--- src/rtl/updown_counter_pkg.sv ---
// Shared definitions for the modulo-N up/down counter: mode constants and the
// state record held in the counter's register bank.
package updown_counter_pkg;

    localparam int MODE_WRAP     = 0;
    localparam int MODE_SATURATE = 1;

    // Widest count the counter supports; narrower instances zero-extend into it.
    localparam int MAX_WIDTH = 32;

    typedef struct packed {
        logic [MAX_WIDTH-1:0] count;
        logic                 terminal;
        logic                 wrapped;
        logic                 overflow;
    } updown_counter_state;

endpackage

--- src/rtl/updown_counter_async_reg.sv ---
// Posedge register with asynchronous active-high reset to a parameter value,
// clocked from the bundled {reset, clock} pair.
module async_reg #(
    parameter int               WIDTH       = 8,
    parameter logic [WIDTH-1:0] RESET_VALUE = '0
) (
    input  logic [1:0]       clock_reset,
    input  logic [WIDTH-1:0] d,
    output logic [WIDTH-1:0] q
);

    logic clock;
    logic reset;

    assign clock = clock_reset[0];
    assign reset = clock_reset[1];

    always_ff @(posedge clock or posedge reset) begin
        if (reset) begin
            q <= RESET_VALUE;
        end else begin
            q <= d;
        end
    end

endmodule

--- src/rtl/updown_counter.sv ---
// Modulo-N up/down counter with clear, clamped load and wrap/saturate mode.
// A combinational next-state kernel feeds a single async-reset register bank.
module updown_counter
    import updown_counter_pkg::*;
#(
    parameter int     WIDTH       = 8,
    parameter longint MODULUS     = 256,
    parameter int     SATURATE    = MODE_WRAP,
    parameter longint RESET_VALUE = 0
) (
    input  logic [1:0]       clock_reset,
    input  logic             clear,
    input  logic             load,
    input  logic [WIDTH-1:0] load_value,
    input  logic             enable,
    input  logic             up,
    output logic [WIDTH-1:0] count,
    output logic             terminal,
    output logic             wrapped,
    output logic             overflow
);

    if (WIDTH < 1 || WIDTH > MAX_WIDTH) begin : g_bad_width
        $error("updown_counter: WIDTH must be 1..32");
    end
    if (MODULUS < 2 || MODULUS > (longint'(1) << WIDTH)) begin : g_bad_modulus
        $error("updown_counter: MODULUS must be 2..2**WIDTH");
    end
    if (RESET_VALUE < 0 || RESET_VALUE >= MODULUS) begin : g_bad_reset
        $error("updown_counter: RESET_VALUE must be below MODULUS");
    end

    localparam int               REG_W     = WIDTH + 3;
    localparam logic [WIDTH:0]   TOP_EXT   = (WIDTH+1)'(MODULUS - 1);
    localparam logic [WIDTH-1:0] TOP       = WIDTH'(MODULUS - 1);
    localparam logic [REG_W-1:0] REG_RESET = {WIDTH'(RESET_VALUE), 3'b000};
    localparam logic             SAT       = (SATURATE == MODE_SATURATE);

    updown_counter_state state_q;
    updown_counter_state state_d;
    logic [REG_W-1:0]    reg_d;
    logic [REG_W-1:0]    reg_q;
    logic [WIDTH:0]      cnt_ext;
    logic [WIDTH:0]      inc_ext;
    logic [WIDTH:0]      dec_ext;
    logic [WIDTH-1:0]    nxt_count;
    logic                at_top;
    logic                at_zero;
    logic                unused_bits;

    // Steps are formed one bit wider so the top-of-range test never overflows,
    // which keeps MODULUS == 2**WIDTH correct.
    assign cnt_ext = {1'b0, state_q.count[WIDTH-1:0]};
    assign inc_ext = cnt_ext + 1'b1;
    assign dec_ext = cnt_ext - 1'b1;
    assign at_top  = (cnt_ext == TOP_EXT);
    assign at_zero = (cnt_ext == '0);

    always_comb begin
        nxt_count        = state_q.count[WIDTH-1:0];
        state_d          = '0;
        state_d.overflow = state_q.overflow;
        if (clear) begin
            nxt_count        = '0;
            state_d.overflow = 1'b0;
        end else if (load) begin
            nxt_count = ({1'b0, load_value} > TOP_EXT) ? TOP : load_value;
        end else if (enable) begin
            if (up) begin
                if (at_top) begin
                    nxt_count        = SAT ? TOP : '0;
                    state_d.wrapped  = 1'b1;
                    state_d.overflow = 1'b1;
                end else begin
                    nxt_count = inc_ext[WIDTH-1:0];
                end
            end else begin
                if (at_zero) begin
                    nxt_count        = SAT ? '0 : TOP;
                    state_d.wrapped  = 1'b1;
                    state_d.overflow = 1'b1;
                end else begin
                    nxt_count = dec_ext[WIDTH-1:0];
                end
            end
        end
        state_d.count    = MAX_WIDTH'(nxt_count);
        state_d.terminal = up ? (nxt_count == TOP) : (nxt_count == '0);
    end

    assign reg_d = {state_d.count[WIDTH-1:0], state_d.terminal,
                    state_d.wrapped, state_d.overflow};

    async_reg #(
        .WIDTH       (REG_W),
        .RESET_VALUE (REG_RESET)
    ) u_state_reg (
        .clock_reset (clock_reset),
        .d           (reg_d),
        .q           (reg_q)
    );

    assign state_q.count    = MAX_WIDTH'(reg_q[REG_W-1:3]);
    assign state_q.terminal = reg_q[2];
    assign state_q.wrapped  = reg_q[1];
    assign state_q.overflow = reg_q[0];

    assign count    = state_q.count[WIDTH-1:0];
    assign terminal = state_q.terminal;
    assign wrapped  = state_q.wrapped;
    assign overflow = state_q.overflow;

    // Carry bits and zero-extension padding never influence the outputs.
    if (WIDTH < MAX_WIDTH) begin : g_pad
        assign unused_bits = ^{inc_ext[WIDTH], dec_ext[WIDTH],
                               state_q.count[MAX_WIDTH-1:WIDTH],
                               state_d.count[MAX_WIDTH-1:WIDTH]};
    end else begin : g_nopad
        assign unused_bits = ^{inc_ext[WIDTH], dec_ext[WIDTH]};
    end

endmodule

--- config.mk ---
export PLATFORM = sky130hd
export DESIGN_NAME = updown_counter
export DESIGN_NICKNAME = d
export VERILOG_FILES = /design/src/rtl/updown_counter_pkg.sv /design/src/rtl/updown_counter_async_reg.sv /design/src/rtl/updown_counter.sv
export SDC_FILE = /design/constraint.sdc
export NUM_CORES = 1
export LEC_CHECK = 0
export BUFFER_PORTS_ARGS = -buffer_cell sky130_fd_sc_hd__buf_2
export CAP_MARGIN = 40
export CORE_MARGIN = 3
export CORE_UTILIZATION = 50
export DETAILED_ROUTE_END_ITERATION = 6
export PLACE_DENSITY = 0.86
export SETUP_SLACK_MARGIN = 0.1
export SLEW_MARGIN = 20
export SYNTH_ARGS = -nofsm -noshare
export SYNTH_HDL_FRONTEND = slang
export SYNTH_HIERARCHICAL = 1
export SYNTH_SLANG_ARGS = --single-unit
export TNS_END_PERCENT = 100
--- constraint.sdc ---
create_clock -name clock_reset -period 2.7 [get_ports clock_reset]
set_input_delay 0.405 -clock clock_reset [delete_from_list [all_inputs] [get_ports clock_reset]]
set_output_delay 0.405 -clock clock_reset [all_outputs]
set_load 0.005 [all_outputs]
==> reports/metrics.yaml, run 1 <==
status:
  outcome: "finished clean"
sta:
  tightest_slew_ns: 0.470
  clock_skew_ns: 0.00686
  post-route-min-period_ns: 2.51
  finalCritPeriodShare_pct: 92.9
  worst_slack_ns: 0.190
  setup_tns_ns: 0
  hold_ws_ns: 0.447
  hold_viol: 0
  slew_violations: 0
  setup_viol: 0
  max_freq_mhz: 398
  rsz0062_at_grt: "false"
  relSlewSlack_pct: 68.6
global_route:
  grt_pass1_vias: 1178
  grt_max_degree: 22
  grt_usage_pct: 26.9
  globalRouteOverflowTotal: 0
  antenna_found_initial: 0
  grt_pass1_wl_mm: 5.19
die:
  die_w_um: 52.4
  dieArea_sq_um: 2740
  start_util_pct: 53.8
  die_h_um: 52.4
  io_pins: 25
  rows: 16
  coreArea_sq_um: 2000
cells_and_area:
  fin_nets: 186
  finish.instance_area_sq_um: 1330
  fin_util_pct: 66.4
  fill_cells: 164
  top_regs: "u_state_reg/q (11)"
  antenna_cells: 0
  regMostFlops: "u_state_reg/q"
  area_growth_pct: 23.5
  drive_above_1_share_pct: 29.0
  largest_register_ffs: 11
power:
  leakage_nw: 0.629
  switching_share_pct: 45.1
  intPower_mw: 0.377
  power.share.combinational_pct: 27.2
  p_per_area_nw_per_um2: 518
  ir_drop_uv: 457
  pwr-share-seq_pct: 27.2
  pwr-share-clk_pct: 45.6
  switching_power_mw: 0.310
placement:
  post-place-ws_ns: 0.0749
  dp_hpwl_mm: 2.23
  gp_congestion: 0.935
  portBuffers: 23
  placed_cell_area_sq_um: 1200
setup_path:
  path_cells: "or4_4 -> nor3_4 -> a211oi_1 -> a211oi_2 -> nand4_1 -> or3_1 -> o31ai_2"
  arrival_ns: 2.69
  critical_path.endpoint_type: "flip-flop"
  slowest_stage: "or4_4"
  critPathRequiredTime_ns: 2.88
  crit_type: "reg -> reg"
  max_stage_delay_ns: 0.55
  start_kind: "flip-flop"
  path_max_fanout: 8
synth:
  avgSynthCellArea_sq_um: 7.91
  synth_cells: 136
  synth_cell_types: 48
  yosys_most_used_dff: "dfrtp_1"
  yosys_warnings: 6
  synthTopCellsByArea: "dfrtp_1 (26%), inv_1 (5.2%), clkbuf_1 (3.8%)"
  synth_top_area_share_pct: 25.6
  synth-seq-area-share_pct: 25.6
  synth_top_cell_by_area: "dfrtp_1"
  synth_edf_count: 0
  synthArstFlopShare_pct: 100
  ys_seq_elements: 11
  synth_area_sq_um: 1080
  synth_commonest_cells: "inv_1 (15), clkbuf_1 (11), dfrtp_1 (11), nand2_1 (11), nor2_1 (8)"
  syn_nets: 153
  yosysMostFrequentCell: "inv_1"
cts:
  clk_pin_slew_ns: 0.06
  clock_latency_ns: 0.28
  cts_tree: "yes"
  postCtsHoldBufs: 0
  post_cts_buffers: 0
detailed_routing:
  drtIter0Drc: 69
  drc: 0
  dr.pass1.iters: 4
  drt.antenna.violating_nets: 0
  wire_per_inst_um: 16.6
  wirelength_mm: 3.25
  vias: 1253
  vias_per_cell: 6.39
flow_run:
  cap_violations: 0
min_path:
  min_path_type: "in -> reg"
-- cells in the final DEF, fill, tap and decap left out, drive strengths merged, types with 4 or more instances in the layout --
cell and instances:
nand3 6, dfrtp 11, nor2 8, o21ai 4, inv 26, nor4 5, nand4 4, a21oi 7
nand2 11, clkbuf 7, buf 28, nor3 6
-- kinds of logic after synthesis --
logic type	count (synthesis)	share of synthesized area, %
compound gates	35	26.2
xor+xnor	2	1.63
fa+ha+maj	3	3.49
buf+inv	28	10.6
flops	11	25.6
mux	1	0.930
simple gates	56	31.6
-- metal layers --
metal | vias up | global-route usage (%) | share of wire, %
li1 | 569 | - | -
met1 | 570 | 31.9 | 38
met2 | 92 | 36.8 | 48
met3 | 22 | 9.12 | 10
met4 | 0 | 26.0 | 4.6
met5 | - | 0 | 0
-- repair_timing --
item | CTS | global route
endpoints found under the setup margin | 1 | 1
pin swaps | 0 | 3
hold endpoints to repair | 0 | 0
gates resized for setup | 1 | 7
-- final timing paths --
kind,from,to,slack (ns),depth (start not counted)
worst min-delay path,load_value[3],u_state_reg/q[6],0.45,3
worst max-delay path,u_state_reg/q[7],u_state_reg/q[2],0.19,7
worst max register to register,u_state_reg/q[7],u_state_reg/q[2],0.19,7
max in group asynchronous,clock_reset[1],u_state_reg/q[7],1.49,3
worst min register to register,u_state_reg/q[0],u_state_reg/q[0],0.51,1
min in group asynchronous,clock_reset[1],u_state_reg/q[1],1.09,3
-- per-stage QoR --
stage / total power, mW / std cells
final: 0.688 / 196
after global placement: 0.408 / 178
after detailed placement: 0.413 / 178
after global routing: 0.758 / 196
after floorplan: 0.366 / 136
after CTS: 0.690 / 196
-- power by group through the flow --
stage	logic, mW	registers, mW	clock network [mW]
floorplan	0.134	0.182	0.0505
global placement	0.170	0.188	0.0505
detailed placement	0.174	0.189	0.0505
CTS	0.176	0.185	0.329
global route	0.203	0.189	0.366
finish	0.187	0.187	0.314
-- critical path: cells and delay by family (launching register included) --
family,cells,cell delay (ns)
AND/OR/NAND/NOR,4,1.32
AO/OA/AOI/OAI,3,0.61
flip-flops,1,0.46
-- final cells by class --
type                            instances  area [sq um]  share of cell area, %
Tap cell                               27          33.8                   2.54
Clock buffer                            7          48.8                   3.67
Multi-Input combinational cell         97           717                   54.0
Clock inverter                         12          45.0                   3.39
Inverter                               14          52.6                   3.95
Sequential cell                        11           279                   21.0
Timing Repair Buffer                   28           153                   11.5
Note: power is estimated with default switching activity, not from simulation.
==> inputs of run 2 (changes only) <==
==> constraint.sdc (replaced) <==
create_clock -name clock_reset -period 2.7 [get_ports clock_reset]
set_input_delay 0.27 -clock clock_reset [delete_from_list [all_inputs] [get_ports clock_reset]]
set_output_delay 0.27 -clock clock_reset [all_outputs]
set_load 0.005 [all_outputs]
==> run 2 against run 1 <==
Against the previous run: wire length down 1.2%; clock-buffer cell count unchanged; combinational power down 3%; clock skew down 0.00082 ns; maximum frequency down 0.47%; worst setup slack worse by 0.012 ns; critical path depth unchanged; total power about the same.
==> reports/metrics.yaml, run 2 (same netlist as run 1, synthesis figures left out) <==
die:
  die_w_um: 52.4
  start_util_pct: 53.8
  rows: 16
  io_pins: 25
  coreArea_sq_um: 2000
  dieArea_sq_um: 2740
  die_h_um: 52.4
setup_path:
  slowest_stage: "or4_4"
  critPathRequiredTime_ns: 2.88
  critPathBufInv: 0
  path_cells: "or4_4 -> nor3_4 -> nor4_2 -> a2111oi_4 -> nand4_1 -> or3_1 -> o31ai_2"
  start_kind: "flip-flop"
  crit_family: "simple AND/OR/NAND/NOR gates"
  arrival_ns: 2.70
  path_max_fanout: 8
  crit_type: "reg -> reg"
  critical_path.endpoint_type: "flip-flop"
  max_stage_delay_ns: 0.55
cells_and_area:
  regMostFlops: "u_state_reg/q"
  top_regs: "u_state_reg/q (11)"
  largest_register_ffs: 11
  drive_above_1_share_pct: 28.0
  final-seq-area_sq_um: 279
  multi_input_area_sq_um: 702
  fin_nets: 185
  finish.instance_area_sq_um: 1310
  final_common_cell: "inv_1"
  antenna_cells: 0
  mostFrequentLayoutCells: "inv_1 (25), buf_2 (23), nand2_1 (11), nor2_1 (8), dfrtp_1 (8)"
  area_growth_pct: 21.4
  fill_cells: 188
sta:
  clock_skew_ns: 0.00603
  relSlewSlack_pct: 71.1
  setup_tns_ns: 0
  tightest_slew_ns: 0.434
  rsz0062_at_grt: "false"
  post-route-min-period_ns: 2.52
  hold_viol: 0
  finalCritPeriodShare_pct: 93.4
  max_freq_mhz: 397
  setup_viol: 0
  slew_violations: 0
detailed_routing:
  drt.antenna.violating_nets: 0
  dr.pass1.iters: 4
  wirelength_mm: 3.21
  wire_per_inst_um: 16.4
  vias: 1220
  vias_per_cell: 6.26
  drc: 0
  drtIter0Drc: 64
global_route:
  grt_usage_pct: 27.4
  globalRouteOverflowTotal: 0
  antenna_found_initial: 0
  grt_max_degree: 22
  grt_pass1_vias: 1189
  grt_pass1_wl_mm: 5.29
cts:
  clk_pin_slew_ns: 0.07
  clock_latency_ns: 0.27
  cts_tree: "yes"
  postCtsHoldBufs: 0
  post_cts_buffers: 0
flow_run:
  cap_violations: 0
status:
  outcome: "finished clean"
placement:
  portBuffers: 23
  placed_cell_area_sq_um: 1200
  gp_congestion: 0.945
  dp_hpwl_mm: 2.27
power:
  total_power_mw: 0.687
  leakage_nw: 0.623
  p_per_area_nw_per_um2: 526
  ir_drop_uv: 525
min_path:
  min_path_type: "in -> reg"
==> run 2: report_power, final <==
group | leakage, nW | switching, mW | internal [mW]
combinational | 0.389 | 0.107 | 0.0756
clock | 0.0927 | 0.186 | 0.133
sequential | 0.142 | 0.0193 | 0.167
total | 0.623 | 0.312 | 0.375
==> run 2: repair_timing <==
item,CTS,global route
gates resized for setup,1,5
pin swaps,0,1
gates cloned,0,0
setup endpoints to repair,1,1
==> run 2: worst paths after layout <==
check	start	end	slack, ns	cells after the start
worst min register to register	u_state_reg/q[0]	u_state_reg/q[0]	0.49	1
worst max-delay path	u_state_reg/q[7]	u_state_reg/q[2]	0.18	7
max in group asynchronous	clock_reset[1]	u_state_reg/q[4]	1.48	3
worst max register to register	u_state_reg/q[7]	u_state_reg/q[2]	0.18	7
min in group asynchronous	clock_reset[1]	u_state_reg/q[7]	1.10	3
worst min-delay path	load_value[4]	u_state_reg/q[7]	0.31	3
==> run 2: tightest hold or removal path, stage by stage <==
cell	delay [ns]
buf_2	0.09
inv_1	0.08
a2111oi_4	0.09
==> run 2: area by class of cell <==
| cell class | instances | share of cell area (%) |
|---|---|---|
| well taps | 27 | 2.59 |
| inverters | 14 | 4.02 |
| clock buffers | 7 | 3.74 |
| clock inverters | 12 | 3.45 |
| flip-flops and latches | 11 | 21.4 |
| multi-input cells | 97 | 53.7 |
| repair buffers | 27 | 11.1 |
==> run 2: metrics by stage <==
stage	hold WS (ns)	std cells	setup slack, ns	utilization (%)
floorplan	0.459	136	0.338	-
global placement	0.462	177	0.203	59.8
detailed placement	0.473	177	0.0372	59.8
CTS	0.308	195	0.117	64.6
global route	0.313	195	0.107	65.3
finish	0.314	195	0.179	65.3
==> run 2: per-layer routing <==
metal / routed length (um) / vias to the layer above / global-route usage (%)
met5: 0 / - / 0
met4: 108 / 0 / 23.4
met3: 288 / 13 / 9.40
met2: 1520 / 78 / 41.1
met1: 1290 / 565 / 30.5
li1: - / 564 / -
